==> src/rtl/level_select_multi_pkg.sv <==
// Shared types and helpers for the level selector: FSM states, index width, one-hot decode.
package level_select_pkg;

  typedef enum logic [1:0] {
    S_RSTPULSE,
    S_SELECT,
    S_LOCKED
  } state_e;

  function automatic int idx_width(input int n);
    return $clog2(n + 1);
  endfunction

  // 1-based index of the set bit; 0 when no bit is set. Covers up to 8 levels.
  function automatic logic [3:0] oh2idx(input logic [7:0] oh);
    logic [3:0] idx;
    idx = '0;
    for (int i = 0; i < 8; i++)
      if (oh[i]) idx = 4'(i + 1);
    return idx;
  endfunction

endpackage

==> src/rtl/level_select_multi_if.sv <==
// Keypad-in / level-out bundle of the level selector; slave side is the selector.
interface level_select_multi_if #(parameter int NUM_LEVELS = 3);
  import level_select_pkg::*;
  localparam int IDX_W = idx_width(NUM_LEVELS);

  logic [NUM_LEVELS-1:0] keypad_lvl;
  logic                  keypad_clr;
  logic [NUM_LEVELS-1:0] level;
  logic [IDX_W-1:0]      level_idx;
  logic                  end_signal;
  logic                  game_rst_n;
  logic                  err_multi;

  modport master (
    output keypad_lvl, keypad_clr,
    input  level, level_idx, end_signal, game_rst_n, err_multi
  );

  modport slave (
    input  keypad_lvl, keypad_clr,
    output level, level_idx, end_signal, game_rst_n, err_multi
  );
endinterface

==> src/rtl/level_select_multi_key_debounce.sv <==
// One keypad key: 2-FF synchroniser, stable-sample debounce, registered one-cycle press pulse.
module key_debounce #(
  parameter int DEBOUNCE_CYCLES = 4
) (
  input  logic clk,
  input  logic rst_n,
  input  logic raw,
  output logic level_o,
  output logic press_o
);
  localparam int CW = $clog2(DEBOUNCE_CYCLES + 1);

  logic [1:0]    sync;
  logic          level_d;
  logic [CW-1:0] cnt;

  always_ff @(posedge clk or negedge rst_n) begin
    if (!rst_n) begin
      sync    <= '0;
      level_o <= 1'b0;
      level_d <= 1'b0;
      press_o <= 1'b0;
      cnt     <= '0;
    end else begin
      sync    <= {sync[0], raw};
      level_d <= level_o;
      press_o <= level_o & ~level_d;
      // Any sample that agrees with the current state restarts the run.
      if (sync[1] != level_o) begin
        if (cnt == CW'(DEBOUNCE_CYCLES - 1)) begin
          level_o <= sync[1];
          cnt     <= '0;
        end else begin
          cnt <= cnt + 1'b1;
        end
      end else begin
        cnt <= '0;
      end
    end
  end
endmodule

==> src/rtl/level_select_multi.sv <==
// Difficulty selector: debounces level/clear keys, latches one unambiguous level, drives game reset.
// Optional LEVEL_SELECT_TIMEOUT_EN auto-selects DEFAULT_LEVEL after TIMEOUT_CYCLES in S_SELECT.
module level_select_multi
  import level_select_pkg::*;
#(
  parameter int NUM_LEVELS       = 3,
  parameter int DEBOUNCE_CYCLES  = 4,
  parameter int RST_PULSE_CYCLES = 2,
  parameter int TIMEOUT_CYCLES   = 1000,
  parameter int DEFAULT_LEVEL    = 1
) (
  input logic clk,
  input logic rst_n,
  level_select_multi_if.slave bus
);
  localparam int IDX_W = idx_width(NUM_LEVELS);
  localparam int RPW   = $clog2(RST_PULSE_CYCLES + 1);

  // Bit 0 is the clear key, bits NUM_LEVELS:1 are level keys 1..N.
  logic [NUM_LEVELS:0] raw_all, db, ev;

  assign raw_all = {bus.keypad_lvl, bus.keypad_clr};

  key_debounce #(.DEBOUNCE_CYCLES(DEBOUNCE_CYCLES)) u_key [NUM_LEVELS:0] (
    .clk     (clk),
    .rst_n   (rst_n),
    .raw     (raw_all),
    .level_o (db),
    .press_o (ev)
  );

  logic [NUM_LEVELS-1:0] lvl_ev, lvl_db;
  logic                  clr_ev, lone, err;
  logic                  unused_clr_db;

  assign lvl_ev        = ev[NUM_LEVELS:1];
  assign lvl_db        = db[NUM_LEVELS:1];
  assign clr_ev        = ev[0];
  assign unused_clr_db = db[0];
  assign lone          = ($countones(lvl_ev) == 1) && ((lvl_db & ~lvl_ev) == '0);

  state_e                state_q, state_d;
  logic [RPW-1:0]        rp_cnt_q, rp_cnt_d;
  logic [NUM_LEVELS-1:0] level_q, level_d;
  logic [IDX_W-1:0]      idx_q, idx_d;
  logic                  end_q, end_d;

`ifdef LEVEL_SELECT_TIMEOUT_EN
  localparam int TW = $clog2(TIMEOUT_CYCLES + 1);
  logic [TW-1:0] tmo_q, tmo_d;

  always_ff @(posedge clk or negedge rst_n) begin
    if (!rst_n) tmo_q <= '0;
    else        tmo_q <= tmo_d;
  end
`else
  localparam int unused_tmo_cfg = TIMEOUT_CYCLES + DEFAULT_LEVEL;
`endif

  always_ff @(posedge clk or negedge rst_n) begin
    if (!rst_n) begin
      state_q  <= S_RSTPULSE;
      rp_cnt_q <= '0;
      level_q  <= '0;
      idx_q    <= '0;
      end_q    <= 1'b0;
    end else begin
      state_q  <= state_d;
      rp_cnt_q <= rp_cnt_d;
      level_q  <= level_d;
      idx_q    <= idx_d;
      end_q    <= end_d;
    end
  end

  always_comb begin
    state_d  = state_q;
    rp_cnt_d = rp_cnt_q;
    level_d  = level_q;
    idx_d    = idx_q;
    end_d    = end_q;
    err      = 1'b0;
`ifdef LEVEL_SELECT_TIMEOUT_EN
    tmo_d    = tmo_q;
`endif
    // Clear outranks everything, including a same-cycle level press.
    if (clr_ev) begin
      state_d  = S_RSTPULSE;
      rp_cnt_d = '0;
      level_d  = '0;
      idx_d    = '0;
      end_d    = 1'b0;
    end else begin
      case (state_q)
        S_RSTPULSE: begin
          if (rp_cnt_q == RPW'(RST_PULSE_CYCLES - 1)) begin
            state_d  = S_SELECT;
            rp_cnt_d = '0;
`ifdef LEVEL_SELECT_TIMEOUT_EN
            tmo_d    = '0;
`endif
          end else begin
            rp_cnt_d = rp_cnt_q + 1'b1;
          end
        end
        S_SELECT: begin
          if (lvl_ev != '0) begin
            if (lone) begin
              state_d = S_LOCKED;
              level_d = lvl_ev;
              idx_d   = IDX_W'(oh2idx(8'(lvl_ev)));
              end_d   = 1'b1;
            end else begin
              err = 1'b1;
`ifdef LEVEL_SELECT_TIMEOUT_EN
              tmo_d = '0;
`endif
            end
          end
`ifdef LEVEL_SELECT_TIMEOUT_EN
          else if (tmo_q == TW'(TIMEOUT_CYCLES - 1)) begin
            state_d = S_LOCKED;
            level_d = NUM_LEVELS'(1) << (DEFAULT_LEVEL - 1);
            idx_d   = IDX_W'(DEFAULT_LEVEL);
            end_d   = 1'b1;
          end else begin
            tmo_d = tmo_q + 1'b1;
          end
`endif
        end
        S_LOCKED: ;
        default: state_d = S_RSTPULSE;
      endcase
    end
  end

  assign bus.level      = level_q;
  assign bus.level_idx  = idx_q;
  assign bus.end_signal = end_q;
  assign bus.game_rst_n = (state_q != S_RSTPULSE);
  assign bus.err_multi  = err;

endmodule
==> src/flat_wrapper.sv <==
// flat-port wrapper written by rule: the top's interface ports become plain ports
module level_select_multi_flat import level_select_pkg::*;
#(
  parameter int NUM_LEVELS       = 3,
  parameter int DEBOUNCE_CYCLES  = 4,
  parameter int RST_PULSE_CYCLES = 2,
  parameter int TIMEOUT_CYCLES   = 1000,
  parameter int DEFAULT_LEVEL    = 1
)
  (clk, rst_n, bus_keypad_lvl, bus_keypad_clr, bus_level, bus_level_idx, bus_end_signal, bus_game_rst_n, bus_err_multi);
  level_select_multi_if #(.NUM_LEVELS(NUM_LEVELS)) bus_i ();
  input logic clk;
  input logic rst_n;
  input wire logic [$bits(bus_i.keypad_lvl)-1:0] bus_keypad_lvl;
  input wire logic [$bits(bus_i.keypad_clr)-1:0] bus_keypad_clr;
  output wire logic [$bits(bus_i.level)-1:0] bus_level;
  output wire logic [$bits(bus_i.level_idx)-1:0] bus_level_idx;
  output wire logic [$bits(bus_i.end_signal)-1:0] bus_end_signal;
  output wire logic [$bits(bus_i.game_rst_n)-1:0] bus_game_rst_n;
  output wire logic [$bits(bus_i.err_multi)-1:0] bus_err_multi;
  assign bus_i.keypad_lvl = bus_keypad_lvl;
  assign bus_i.keypad_clr = bus_keypad_clr;
  assign bus_level = bus_i.level;
  assign bus_level_idx = bus_i.level_idx;
  assign bus_end_signal = bus_i.end_signal;
  assign bus_game_rst_n = bus_i.game_rst_n;
  assign bus_err_multi = bus_i.err_multi;
  level_select_multi #(.NUM_LEVELS(NUM_LEVELS), .DEBOUNCE_CYCLES(DEBOUNCE_CYCLES), .RST_PULSE_CYCLES(RST_PULSE_CYCLES), .TIMEOUT_CYCLES(TIMEOUT_CYCLES), .DEFAULT_LEVEL(DEFAULT_LEVEL)) u_core (.clk(clk), .rst_n(rst_n), .bus(bus_i));
endmodule
==> config.mk <==
export PLATFORM = sky130hd
export DESIGN_NAME = level_select_multi_flat
export DESIGN_NICKNAME = d
export VERILOG_FILES = /design/src/rtl/level_select_multi_pkg.sv /design/src/rtl/level_select_multi_if.sv /design/src/rtl/level_select_multi_key_debounce.sv /design/src/rtl/level_select_multi.sv /design/src/flat_wrapper.sv
export SDC_FILE = /design/constraint.sdc
export NUM_CORES = 1
export LEC_CHECK = 0
export BUFFER_PORTS_ARGS = -buffer_cell sky130_fd_sc_hd__buf_4
export CORE_MARGIN = 4
export CORE_UTILIZATION = 57
export CTS_BUF_LIST = sky130_fd_sc_hd__clkbuf_16
export CTS_CLUSTER_SIZE = 12
export DETAILED_ROUTE_END_ITERATION = 10
export PLACE_DENSITY = 0.77
export SLEW_MARGIN = 30
export SYNTH_ARGS = -nofsm -noshare
export SYNTH_HDL_FRONTEND = slang
export SYNTH_SLANG_ARGS = --single-unit
==> constraint.sdc <==
create_clock -name clk -period 2.45 [get_ports clk]
set_clock_uncertainty 0.1 [all_clocks]
set_input_delay 0.1225 -clock clk [delete_from_list [all_inputs] [get_ports clk]]
set_output_delay 0.1225 -clock clk [all_outputs]
set_load 0.03 [all_outputs]
# After elaboration in Yosys (flattened, before gate mapping)

Cells that the tools add are included.

Add/sub/neg operators: 7
Mux-type cells: 35
Equality and inequality tests: 16
Bitwise gates (word level): 10
Reductions and logical operators: 15

Operators by type and width:

| operator            | count |
|---|---|
| $mux 3              | 12 |
| $add 32x1->32       | 1 |
| $eq 32x2->1 const B | 1 |
| $mux 2              | 13 |
| $add 3x1->3 const B | 4 |
| $eq 3x2->1 const B  | 4 |
| $reduce_bool 2->1   | 5 |
| $mux 1              | 9 |
| $ne 3x2->1 const B  | 3 |
| $reduce_and 2->1    | 4 |
| $pmux 2 s3          | 1 |
| $and 1x1->1         | 4 |
| $eq 2x1->1 const B  | 2 |
| $ne 1x1->1          | 4 |
| $not 1->1           | 4 |
| $reduce_and 4->1    | 1 |
| $and 3x3->3         | 1 |
| $logic_not 3->1     | 1 |
| $not 3->3           | 1 |
| $reduce_and 3->1    | 1 |
| $reduce_bool 3->1   | 1 |
| $add 1x1->2         | 1 |
| $add 2x1->2 const B | 1 |
| $eq 2x2->1 const B  | 1 |
| other kinds (3)     | 3 |

Flip-flop bits (word level): 42
Word-level logic and storage cells: 108
Bits of input ports: 6
Output and inout port bits: 8

# Logic depth before layout (Yosys ltp)

Word-level depth: 8
Gate-level depth with buffers: 9
Gate-level depth less buffers: 8

# Modules after synthesis

A second synthesis with hierarchy kept.

Cells, all modules: 117
Area, all modules: 1657.8 µm²

Modules (own cells, without submodules):

| module             | cells each | area an instance (µm²) | times used | seq. area each (µm²) |
|---|---|---|---|---|
| key_debounce       | 16         | 277.8                  | 4          | 200.2 |
| level_select_multi | 53         | 546.8                  | 1          | 250.2 |

# Worst setup path before layout

OpenSTA, ideal clock, no wires.

Path kind: register to output
Start point: reg u_core.u_key[3].press_o
End point: out bus_err_multi
Arrival time: 2374 ps
Stages on the path, launching flop included: 7
Buffers on the path: 1
Required time: 2227 ps
Slack: -147 ps
Cell sequence: dfrtp_1 inv_1 fa_1 nor3b_2 and4_1 buf_4 nor4_1

Cells in the longest elaborated chain, start to end: 8
Elaborated cells on any way between the ends: 11
Classes of those cells: add/sub (1); eq/ne (1); mux (4); bitwise (2); reduce/logical (3)

RTL lines:

| item                                                                  | line                                  | source |
|---|---|---|
| from (decl)                                                           | level_select_multi_key_debounce.sv:9  | `output logic press_o` |
| from (signal assigned)                                                | level_select_multi_key_debounce.sv:27 | `press_o <= level_o & ~level_d;` |
| parallel branches: the longest is 5 deep, another holds $add 32x1->32 | -                                     |  |
| $mux 1 *                                                              | level_select_multi.sv:107             | `if (lvl_ev != '0) begin` |
| $mux 1 *                                                              | level_select_multi.sv:94              | `case (state_q)` |
| $mux 1 *                                                              | level_select_multi.sv:87              | `if (clr_ev) begin` |
| to (decl)                                                             | flat_wrapper.sv:20                    | `output wire logic [$bits(bus_i.err_multi)-1:0] bus_err_multi;` |

Every way passes the cells marked *.

# Final worst setup path

Start point: reg u_core.u_key[1].press_o
End point: out bus_err_multi

Cells in the longest elaborated chain, start to end: 8
Elaborated cells on any way between the ends: 12
Classes of those cells: add/sub (2); eq/ne (1); mux (4); bitwise (2); reduce/logical (3)

RTL lines:

| item                                                                      | line                                  | source |
|---|---|---|
| from (decl)                                                               | level_select_multi_key_debounce.sv:9  |  |
| from (signal assigned)                                                    | level_select_multi_key_debounce.sv:27 |  |
| $add 1x1->2 (not written as such) / $not 3->3 (equally long branches)     | level_select_multi.sv:40              | `assign lone = ($countones(lvl_ev) == 1) && ((lvl_db & ~lvl_ev) == '0);` |
| $add 32x1->32 (not written as such) / $and 3x3->3 (equally long branches) | level_select_multi.sv:40              |  |
| $eq 32x2->1 / $logic_not 3->1 (equally long branches)                     | level_select_multi.sv:40              |  |
| $logic_and 1x1->1                                                         | level_select_multi.sv:40              |  |
| $mux 1                                                                    | level_select_multi.sv:108             | `if (lone) begin` |
| $mux 1 *                                                                  | level_select_multi.sv:107             |  |
| $mux 1 *                                                                  | level_select_multi.sv:94              |  |
| $mux 1 *                                                                  | level_select_multi.sv:87              |  |

Mark *: on every way between the ends. The rest lies on a longest branch, timed or not.

==> results.cfg <==
[placed_design]
dp_slack_ns = 0.155
hpwlAfterDp_mm = 1.80
dpl_cell_area_sq_mm = 0.00182
routabilityCongestion = 0.902
portBuffers = 13

[die]
ios = 14
die_y_um = 62.4
fp.coreArea_sq_mm = 0.00281
die_area_sq_mm = 0.00390
die_w_um = 62.4
core.rowCount = 19
initial_core_util_pct = 60.2

[timing]
fin_crit_sh_pct = 97.1
finalCriticalPeriod_ns = 2.38
whs_ns = 0.248
finalSetupViolCount = 0
worst_slack_ns = 0.0707
finalHoldViolCount = 0
slew_violations = 0
slew_headroom_pct = 67.0
max_freq_mhz = 420
tightest_slew_ns = 0.495

[clocking]
cts_buffer_depth = 2
clk_pin_slew_ns = 0.05
clock_latency_ns = 0.28
cts_buffers = 5
cts_tree = built
root_buffer = clkbuf_16
clock_sinks = 42
htreeDepth = 2

[setup_path]
cp-end-kind = output pin
start_kind = flop
critPathKind = reg2out
ff2ff_setup_slack_ns = 0.11
crit_chain = inv_1 > ha_1 > ha_1 > ha_1 > nor3b_2 > and4_4 > nor4_2 > buf_4
critical_path.max_stage_delay_ns = 0.40
path_max_fanout = 3
cp_common_cell = ha_1
reg2reg_to = u_core.bus.level_idx[1]$_DFFE_PN0P_
crit_required_ns = 2.23
timing.rr.start = u_core.u_key[1].press_o$_DFF_PN0_
reg2regPathDepth = 9
arrival_ns = 2.16
cp_num_buf_inv = 2
crit_family = adder cells
slowest_stage = dfrtp_1

[power]
p_leak_nw = 0.967
finalPower_mw = 2.77
ir_drop_mv = 0.668
power_density_mw_per_mm2 = 1350

[routing]
route.detailed.drc = 0
via_per_inst = 5.50
firstDrtPassIters = 4
wl_met1_mm = 1.16
vias = 1006
dr_wl_met2_mm = 1.40
wl_per_cell_um = 14.9
postRouteWirelength_mm = 2.73
dr_wl_met3_um = 129
drtIter0Drc = 31
top_layer = met4
antenna_left = 0

[layout]
drive_above_1_share_pct = 25.7
finalCoreUtilization_pct = 73.1
num-nets-final = 167
antennaDiodeCount = 0
regArea_sq_mm = 0.00105
fillers = 192
area_delta_synth_final_pct = 21.5
layout_common_cells = dfrtp_1, buf_4, nor2b_1, ha_1, nor3b_1
fin_area_sq_mm = 0.00205
final_common_cell = dfrtp_1
multi_input_area_sq_um = 613

[run]
drv_cap = 0

[grt]
antenna_found_initial = 0
grt_max_degree = 43
grt_pass1_wl_mm = 4.85
grt_pass1_vias = 1091
grt_overflow = 0
grt_use_total_pct = 16.2

[outcome]
status = complete, no violations

[synthesis]
syn_area_sq_mm = 0.00169
synth_seq_cells = 42
synthArstFlopShare_pct = 100
netlist_instances = 122
yosys_most_used_dff = dfrtp_1
yosys-top-cells-area = dfrtp_1, ha_1, nor2b_1, nor3b_1, mux2_2
syn-num-nets = 138
syn_avg_cell_area_sq_um = 13.8
synth_edf_count = 0
yosysUniqueCellTypes = 30
synth-seq-area-share_pct = 62.2
yosysWarnings = 0
synth_top_cell_by_area = dfrtp_1
yosys.area.top_type_share_pct = 62.2

[hold_path]
hold_class = reg2reg
hold_path_end = u_core.u_key[3].sync[1]$_DFF_PN0_
hp-start = u_core.u_key[3].sync[0]$_DFF_PN0_
min_delay_path_depth = 0
==> timing repair <==
item,CTS,global route
buffers inserted,2,3
hold endpoints to repair,46,0
setup endpoints to repair,1,1
hold buffers,5,0
resized for setup,3,1
pin swaps,0,3
==> cells in the mapped netlist (2+ instances only) <==
cell type,instances
a21oi_1,2
dfrtp_1,42
ha_1,9
inv_1,7
mux2_2,4
nand2_1,2
nand2b_1,4
nand4_1,2
nor2_1,4
nor2b_1,9
nor3_1,3
nor3b_1,7
nor4_1,3
o21a_1,3
o21ai_1,2
xnor2_1,5
==> sequential cells by signal, indices dropped and copies added, names as in the netlist <==
register / flops
u_core.u_key.sync: 8
u_core.u_key.level_o: 4
u_core.u_key.press_o: 4
u_core.rp_cnt_q: 2
u_core.bus.end_signal: 1
u_core.u_key.cnt: 12
u_core.bus.level: 3
u_core.bus.level_idx: 2
u_core.state_q: 2
u_core.u_key.level_d: 4
==> layout make-up <==
class,instances,share of cell area (%)
Tap cell,31,1.89
Inverter,7,1.28
Multi-Input combinational cell,72,29.9
Sequential cell,42,51.2
Clock buffer,5,6.10
Clock inverter,3,0.610
Timing Repair Buffer,23,9.02
==> per-layer routing <==
metal  global-route usage (%)  up-vias
met5                        0        -
met1                     19.8      503
met3                     5.76        5
met4                     7.16        0
met2                     26.0       21
li1                         -      477
==> worst register-to-register path, cell delays in order (launching register included) <==
cell,delay (ns)
dfrtp_1,0.40
inv_1,0.10
ha_1,0.24
ha_1,0.21
ha_1,0.20
nor3b_2,0.23
buf_4,0.15
nand4_2,0.15
nor3_4,0.29
a311oi_2,0.14
==> logic make-up (layout without fill, tap and decap cells) <==
| family | count (synthesis) | in the layout | synth area share, % |
|---|---|---|---|
| fa+ha+maj | 10 | 10 | 7.85 |
| compound gates | 14 | 14 | 7.19 |
| flops | 42 | 42 | 62.2 |
| xor+xnor | 5 | 5 | 2.59 |
| simple gates | 39 | 39 | 15.5 |
| mux | 4 | 4 | 2.67 |
| buf+inv | 8 | 38 | 2.00 |
==> power breakdown <==
part	internal, mW	switching, mW	leakage, nW
logic	0.499	0.577	0.361
clock network	0.367	0.235	0.0724
registers	0.907	0.180	0.534
==> how the worst max path moves through the flow <==
stage	cells past startpoint	endpoint	from	slack, ns
final	8	bus_err_multi	u_core.u_key[1].press_o$_DFF_PN0_	0.07
after global routing	8	bus_err_multi	u_core.u_key[2].press_o$_DFF_PN0_	-0.04
after global placement	8	u_core.bus.level_idx[1]$_DFFE_PN0P_	u_core.u_key[2].press_o$_DFF_PN0_	0.23
after detailed placement	8	u_core.bus.level_idx[1]$_DFFE_PN0P_	u_core.u_key[2].press_o$_DFF_PN0_	0.15
after floorplan	6	bus_err_multi	u_core.u_key[3].press_o$_DFF_PN0_	0.19
after CTS	6	bus_err_multi	u_core.u_key[3].press_o$_DFF_PN0_	0.02
==> metrics by stage <==
step | setup TNS [ns] | std cells
2_1_floorplan | 0 | 122
3_3_place_gp | 0 | 165
3_5_place_dp | 0 | 165
4_1_cts | 0 | 180
5_1_grt | -0.100 | 183
6_report | 0 | 183
(Power assumes the default switching activity.)
